### config.mk
export PLATFORM = sky130hd
export DESIGN_NAME = ctrl_decode_queue
export DESIGN_NICKNAME = d
export VERILOG_FILES = /design/src/rtl/ctrl_decode_queue.sv
export SDC_FILE = /design/constraint.sdc
export NUM_CORES = 1
export LEC_CHECK = 0
export ABC_AREA = 1
export CAP_MARGIN = 25
export CORE_MARGIN = 2
export CORE_UTILIZATION = 45
export DETAILED_ROUTE_END_ITERATION = 8
export DONT_BUFFER_PORTS = 1
export GPL_TIMING_DRIVEN = 0
export PLACE_DENSITY = 0.65
export SLEW_MARGIN = 20
export SYNTH_ARGS = -nofsm -noshare
export SYNTH_HDL_FRONTEND = slang
export SYNTH_SLANG_ARGS = --single-unit
### constraint.sdc
create_clock -name clk -period 2.45 [get_ports clk]
set_input_delay 0.735 -clock clk [delete_from_list [all_inputs] [get_ports clk]]
set_output_delay 0.735 -clock clk [all_outputs]
set_load 0.01 [all_outputs]
### src/rtl/ctrl_decode_queue.sv
// Instruction decoder feeding a DEPTH-entry queue of decoded control words, with a RUN/HALTED FSM.
// Build option: define CTRL_ILLEGAL_TRAP_EN to flag illegal opcodes with err and halt on them.
module ctrl_decode_queue #(
  parameter int IW    = 16,
  parameter int DEPTH = 2
) (
  input  logic          clk,
  input  logic          rst,
  input  logic          in_valid,
  output logic          in_ready,
  input  logic [IW-1:0] instr,
  input  logic          flush,
  output logic          out_valid,
  input  logic          out_ready,
  output logic [2:0]    alu_src,
  output logic          mem_write,
  output logic          mem_read,
  output logic          reg_write,
  output logic          mem_to_reg,
  output logic [2:0]    wr_reg,
  output logic          halt,
  output logic          err,
  output logic          halted
);

  localparam int PW = (DEPTH > 1) ? $clog2(DEPTH) : 1;
  localparam int CW = $clog2(DEPTH) + 1;

  typedef struct packed {
    logic [2:0] alu_src;
    logic       mem_write;
    logic       mem_read;
    logic       reg_write;
    logic       mem_to_reg;
    logic [2:0] wr_reg;
    logic       halt;
    logic       err;
  } entry_t;

  typedef enum logic [0:0] {
    RUN    = 1'b0,
    HALTED = 1'b1
  } state_t;

  function automatic entry_t decode(input logic [IW-1:0] ins);
    entry_t e;
    e         = '0;
    e.alu_src = 3'd5;
    case (ins[IW-1:IW-5])
      5'b01000, 5'b01001: begin e.alu_src = 3'd1; e.reg_write = 1'b1; e.wr_reg = ins[7:5]; end
      5'b01010, 5'b01011: begin e.alu_src = 3'd2; e.reg_write = 1'b1; e.wr_reg = ins[7:5]; end
      5'b10000: begin e.alu_src = 3'd1; e.mem_write = 1'b1; end
      5'b10001: begin
        e.alu_src = 3'd1; e.mem_read = 1'b1; e.reg_write = 1'b1;
        e.mem_to_reg = 1'b1; e.wr_reg = ins[7:5];
      end
      5'b11000: begin e.alu_src = 3'd3; e.reg_write = 1'b1; e.wr_reg = ins[10:8]; end
      5'b11011: begin e.alu_src = 3'd0; e.reg_write = 1'b1; e.wr_reg = ins[4:2]; end
      5'b00110: begin e.alu_src = 3'd5; e.reg_write = 1'b1; e.wr_reg = 3'b111; end
      5'b00001: begin e.alu_src = 3'd5; end
      5'b00000: begin e.halt = 1'b1; end
`ifdef CTRL_ILLEGAL_TRAP_EN
      default:  begin e.err = 1'b1; end
`else
      default:  begin e.err = 1'b0; end
`endif
    endcase
    return e;
  endfunction

  function automatic logic [PW-1:0] ptr_inc(input logic [PW-1:0] p);
    if (p == PW'(DEPTH - 1)) begin
      return '0;
    end else begin
      return p + PW'(1);
    end
  endfunction

  entry_t         mem_q [DEPTH];
  entry_t         mem_d [DEPTH];
  logic [PW-1:0]  wr_ptr_q, wr_ptr_d;
  logic [PW-1:0]  rd_ptr_q, rd_ptr_d;
  logic [CW-1:0]  count_q, count_d;
  state_t         state_q, state_d;

  entry_t dec_s;
  entry_t head_s;
  logic   push_s;
  logic   pop_s;
  logic   unused_s;

  assign unused_s  = ^instr;
  assign dec_s     = decode(instr);
  assign in_ready  = (count_q < CW'(DEPTH)) && (state_q == RUN) && !flush;
  assign out_valid = (count_q != '0);
  assign push_s    = in_valid && in_ready;
  assign pop_s     = out_valid && out_ready;
  assign head_s    = out_valid ? mem_q[rd_ptr_q] : '0;

  assign alu_src    = head_s.alu_src;
  assign mem_write  = head_s.mem_write;
  assign mem_read   = head_s.mem_read;
  assign reg_write  = head_s.reg_write;
  assign mem_to_reg = head_s.mem_to_reg;
  assign wr_reg     = head_s.wr_reg;
  assign halt       = head_s.halt;
  assign err        = head_s.err;
  assign halted     = (state_q == HALTED);

  // Next-state: queue storage, pointers, occupancy and FSM; flush discards everything.
  always_comb begin
    mem_d    = mem_q;
    wr_ptr_d = wr_ptr_q;
    rd_ptr_d = rd_ptr_q;
    count_d  = count_q;
    state_d  = state_q;
    if (flush) begin
      wr_ptr_d = '0;
      rd_ptr_d = '0;
      count_d  = '0;
    end else begin
      if (push_s) begin
        mem_d[wr_ptr_q] = dec_s;
        wr_ptr_d        = ptr_inc(wr_ptr_q);
      end else begin
        wr_ptr_d = wr_ptr_q;
      end
      if (pop_s) begin
        rd_ptr_d = ptr_inc(rd_ptr_q);
      end else begin
        rd_ptr_d = rd_ptr_q;
      end
      case ({push_s, pop_s})
        2'b10:   count_d = count_q + CW'(1);
        2'b01:   count_d = count_q - CW'(1);
        default: count_d = count_q;
      endcase
      // err is only ever set when illegal opcodes trap, so it halts exactly like HALT.
      if (push_s && (dec_s.halt || dec_s.err)) begin
        state_d = HALTED;
      end else begin
        state_d = state_q;
      end
    end
  end

  // State registers with synchronous reset.
  always_ff @(posedge clk) begin
    if (rst) begin
      for (int i = 0; i < DEPTH; i++) begin
        mem_q[i] <= '0;
      end
      wr_ptr_q <= '0;
      rd_ptr_q <= '0;
      count_q  <= '0;
      state_q  <= RUN;
    end else begin
      mem_q    <= mem_d;
      wr_ptr_q <= wr_ptr_d;
      rd_ptr_q <= rd_ptr_d;
      count_q  <= count_d;
      state_q  <= state_d;
    end
  end

endmodule
; After elaboration in Yosys (flattened, before gate mapping)
; Index checks and enable logic that the tools add are counted.
[totals]
regBits = 29
latch_bits = 0
ramBits = 0
mem_bits_ro = 0
input_bits = 21
output_inout_bits = 15
wordCells = 76
memories = 0
[op_classes]
n_addsub = 4
n_mul = 0
n_div = 0
n_lt_le_gt_ge = 4
eq_ne = 11
shifts = 0
muxes = 16
n_bitwise = 4
n_reduce_logical = 17
[ops]
columns = cell, n
row1 = two-way mux 12 bit, 5
row2 = bitwise mux 24 bit, 1
row3 = one-hot mux 3 bit (4 select lines), 2
row4 = "equality test 5 x 4 -> 1 bit, second input constant", 4
row5 = "equality test 5 bit, second input constant", 4
row6 = demux 12 bit (select 1 bit), 1
row7 = OR reduction 8 bit, 1
row8 = logical AND 1 bit, 6
row9 = two-way mux 1 bit, 6
row10 = "equality test 5 x 3 -> 1 bit, second input constant", 1
row11 = zero test 5 bit, 1
row12 = OR reduction 5 bit, 1
row13 = "greater-or-equal comparator 2 bit, second input constant", 2
row14 = NOT 1 -> 2 bit, 2
row15 = one-hot mux 2 bit (2 select lines), 1
row16 = AND reduction 2 bit, 2
row17 = nonzero test 2 bit, 2
row18 = OR reduction 2 bit, 2
row19 = OR reduction 4 bit, 1
row20 = "adder 1 bit, second input constant", 2
row21 = "adder 2 x 1 -> 2 bit, second input constant", 1
row22 = "equality test 2 x 1 -> 1 bit, second input constant", 1
row23 = "equality test 2 bit, second input constant", 1
row24 = "< comparator 2 x 1 -> 1 bit, second input constant", 1
row25 = other kinds (4), 5

; Depth between registers and ports, before layout
[logic_depth]
word_depth = 6
ltp_mapped = 9
ltp_nobuf = 9

; Worst setup path after synthesis
; No wires, ideal clock.
[synth_timing]
path_kind = register to output
startpoint = register rd_ptr_q
endpoint = output mem_to_reg
arrival_ns = 1.170
path_slack_ns = 0.545
path_stages_with_launch = 5
path_cell_list = dfxtp_1 -> clkbuf_1 -> nand2_1 -> a21oi_1 -> buf_4
[synth_via]
elab_chain_len = 5
[synth_lines]
columns = element, line_no
row1 = from (decl), 82  ; logic [PW-1:0] rd_ptr_q, rd_ptr_d;
row2 = from (signal assigned), 160  ; rd_ptr_q <= rd_ptr_d;
row3 = NOT 1 -> 2 bit (implied by the code), 98  ; assign head_s = out_valid ? mem_q[rd_ptr_q] : '0;
row4 = two-way mux 12 bit (implied by the code) (3 in a row), 98
row5 = two-way mux 12 bit, 98
row6 = to (decl), 19  ; output logic mem_to_reg,
; Every way passes these cells. The select of a mux whose other input is x is not followed.

; Worst setup path in the final report
[layout_timing]
startpoint = register count_q[1]
endpoint = output wr_reg[0]
[layout_via]
elab_chain_len = 2
[layout_lines]
columns = element, line_no
row1 = from (decl), 83  ; logic [CW-1:0] count_q, count_d;
row2 = from (signal assigned), 161  ; count_q <= count_d;
row3 = nonzero test 2 bit, 95  ; assign out_valid = (count_q != '0);
row4 = net out_valid, 13  ; output logic out_valid,
row5 = two-way mux 12 bit, 98
row6 = to (decl), 20  ; output logic [2:0] wr_reg,
; The timed path passes the listed nets, and every way through them passes these cells.

==> key figures <==
Floorplan
  • Row cnt: 20
  • Core footprint: around 3000 um^2
  • Die H: 60.0 um
  • Chip Width: 60.0 um
  • Starting Density: a little under half
  • IO Pins: 36
  • Die ar.: 3590 um^2

Finish
  • N_diodes: 0
  • Layout cells sized above 1: 11.9%
  • Most frequent cells in the layout: 40 x nand2_1, 30 x inv_1, 25 x dfxtp_1
  • Post-route cell area: 1480 um^2
  • NumNets Final: 233
  • FILL cells: between 300 and 400
  • Commonest non-fill, non-tap cell in the layout: nand2_1
  • Area delta synth->final: 5.15%
  • Core Util, Final: 49.3%

Yosys
  • YS warnings: 0
  • Synth area leader: dfxtp_1
  • Post-synth top area share: a little over a third
  • Synth Flop Type: dfxtp_1
  • Library cells used by synthesis: 32
  • Post-synth ARST share: 0%
  • Syn nets: 228
  • Sequential area share after synthesis: between 30% and 40%
  • Post-synth EDFFs: 0
  • Area of the mapped netlist: roughly 1400 um^2
  • Syn avg cell area: 6.84 um^2
  • Mapped Cells: 206
  • Synth Register Bits: 25
  • Synth area leaders: dfxtp_1 36%, nand2_1 11%, a21oi_1 8.9%

Place
  • DPL Wire Length: 2.49 mm
  • Placed Area: about 1500 um^2
  • Port Buf Inserts: 0
  • Placer Congestion: 0.826
  • DP Worst Slack: about 0.27 ns

Timing
  • Fin Setup TNS: 0 ns
  • Min Clock Period, post-route: 2.28 ns
  • Post-route clock period utilization: between 90 and 100%
  • Fin. Hold Viols: 0
  • Clock skew: roughly 0.0048 ns
  • Endpoints failing setup: 0
  • RSZ-0062 raised after global routing: no
  • Fmax: between 400 and 500 MHz
  • Setup WS post-layout: 0.166 ns
  • Fin. max-slew vios: 0

Power and ir drop
  • Combinational share of power: ~14%
  • Worst VDD drop: 0.209 mV
  • Seq pwr share: 60.5%
  • Clock Power Share: between 20% and 30%
  • Net Sw Frac: roughly 27%
  • NetSw: 0.000191 W
  • Internal power: 0.000520 W
  • Leakage: 0.679 nW
  • Power density cells: 480 nW/um^2

Detailed routing
  • Via density: 5.25
  • DRC viols: 0
  • First-pass iteration count of the detailed router: 4
  • ANT nets after route: 0
  • Routed wire length: 3.11 mm
  • Wire per inst: 12.8 um
  • Starting DRT DRC Count: 44
  • Vias post-DR: 1276

Setup path
  • Element type at the critical path start: register
  • CP max FO: 8
  • Req. time, crit path: 1.71 ns
  • Setup crit end kind: primary output
  • Critical path class: reg2out
  • Arr. time, crit path: 1.55 ns

GRT
  • Tot GR Track Use: 19.0%
  • Gr ovfl total: 0
  • Vias in the first global route: 1188
  • Largest net degree at the start of global routing: 14
  • First-pass GRT wire length: slightly above 5 mm
  • Antenna violations before repair: 0

Hold path
  • Tightest Hold Check Type: reg2reg

Run
  • Max-Cap Viols: 0

Clock tree
  • CTS Root Cell: clkbuf_4
  • Hold buffers post-CTS: 0
  • Clock sinks: 25
  • Clk_lat worst skew: approximately 0.31 ns
  • H-tree Lvls: 1
  • Clock transition at path regs: ~0.13 ns
  • TritonCTS Buffers: 3
  • CTS tree: done
  • Clk buf depth: 2

Outcome
  • Outcome: completed
cells by family (layout without fill, tap and decap cells):
group,count (synthesis),in the layout,synth area share (%)
simple gates,87,87,29.6
compound gates,51,51,20.0
buf+inv,39,43,12.5
flops,25,25,35.5
xor+xnor,2,2,1.24
fa+ha+maj,1,1,0.888
other cells,1,1,0.266
state kept, by name, indices dropped and copies added, names as in the netlist:
| name | count |
|---|---|
| rd_ptr_q | 1 |
| count_q | 2 |
| halted | 1 |
| mem_q | 20 |
| wr_ptr_q | 1 |
metrics by stage:
stage               instances  hold WS (ns)  power [W]
floorplan                 206         0.427   0.000518
global placement          239         0.442   0.000534
detailed placement        239         0.450   0.000537
CTS                       243         0.450   0.000719
global route              243         0.434   0.000752
finish                    243         0.461   0.000710
final timing paths:
path               from         end  slack [ns]  cells past startpoint
max          count_q[1]   wr_reg[0]        0.17                      4
min           mem_q[20]   mem_q[20]        0.46                      2
max reg2reg  count_q[1]  count_q[1]        0.52                      8
min reg2reg   mem_q[20]   mem_q[20]        0.46                      2
per-layer routing:
metal	share of wire (%)	GRT usage (%)	up-vias
li1	-	-	667
met2	49	33.4	35
met1	43	23.3	572
met4	0.87	7.62	0
met3	6.2	2.38	2
met5	0	0	-
cells in the mapped netlist (2+ instances only):
library cell	instances
inv_1	30
o21ai_0	15
nand2_1	40
dfxtp_1	25
nand3_1	13
nor3_1	2
nor2_1	19
a21oi_2	2
a21oi_1	25
o21a_1	4
xor2_1	2
nor2_2	4
buf_4	3
nor2_4	2
inv_2	2
o21ai_1	2
layout make-up:
class	instances	area, um^2	area share, %
multi-input combinational	142	736	49.7
buffer	7	57.6	3.89
sequential	25	500	33.8
clock buffer	4	26.3	1.77
tap	33	41.3	2.79
inverter	32	120	8.11
repair_timing:
action / CTS / global route
pin swaps: 0 / 0
resized for setup: 1 / 1
endpoints found under the setup margin: 1 / 1
setup buffers: 0 / 0
worst max-delay path, stage by stage, from the launching register on:
cell	delay (ns)
dfxtp_1	0.44
nor2_1	0.14
inv_1	0.25
o21ai_0	0.13
a21oi_1	0.27
power groups by stage:
stage | sequential [W] | combinational (W) | clock, W
6_report | 0.000430 | 0.0000983 | 0.000182
5_1_grt | 0.000432 | 0.000112 | 0.000208
4_1_cts | 0.000430 | 0.0000986 | 0.000190
3_5_place_dp | 0.000439 | 0.0000981 | 0
3_3_place_gp | 0.000438 | 0.0000955 | 0
2_1_floorplan | 0.000437 | 0.0000812 | 0
Power figures use the tool's default switching activity.
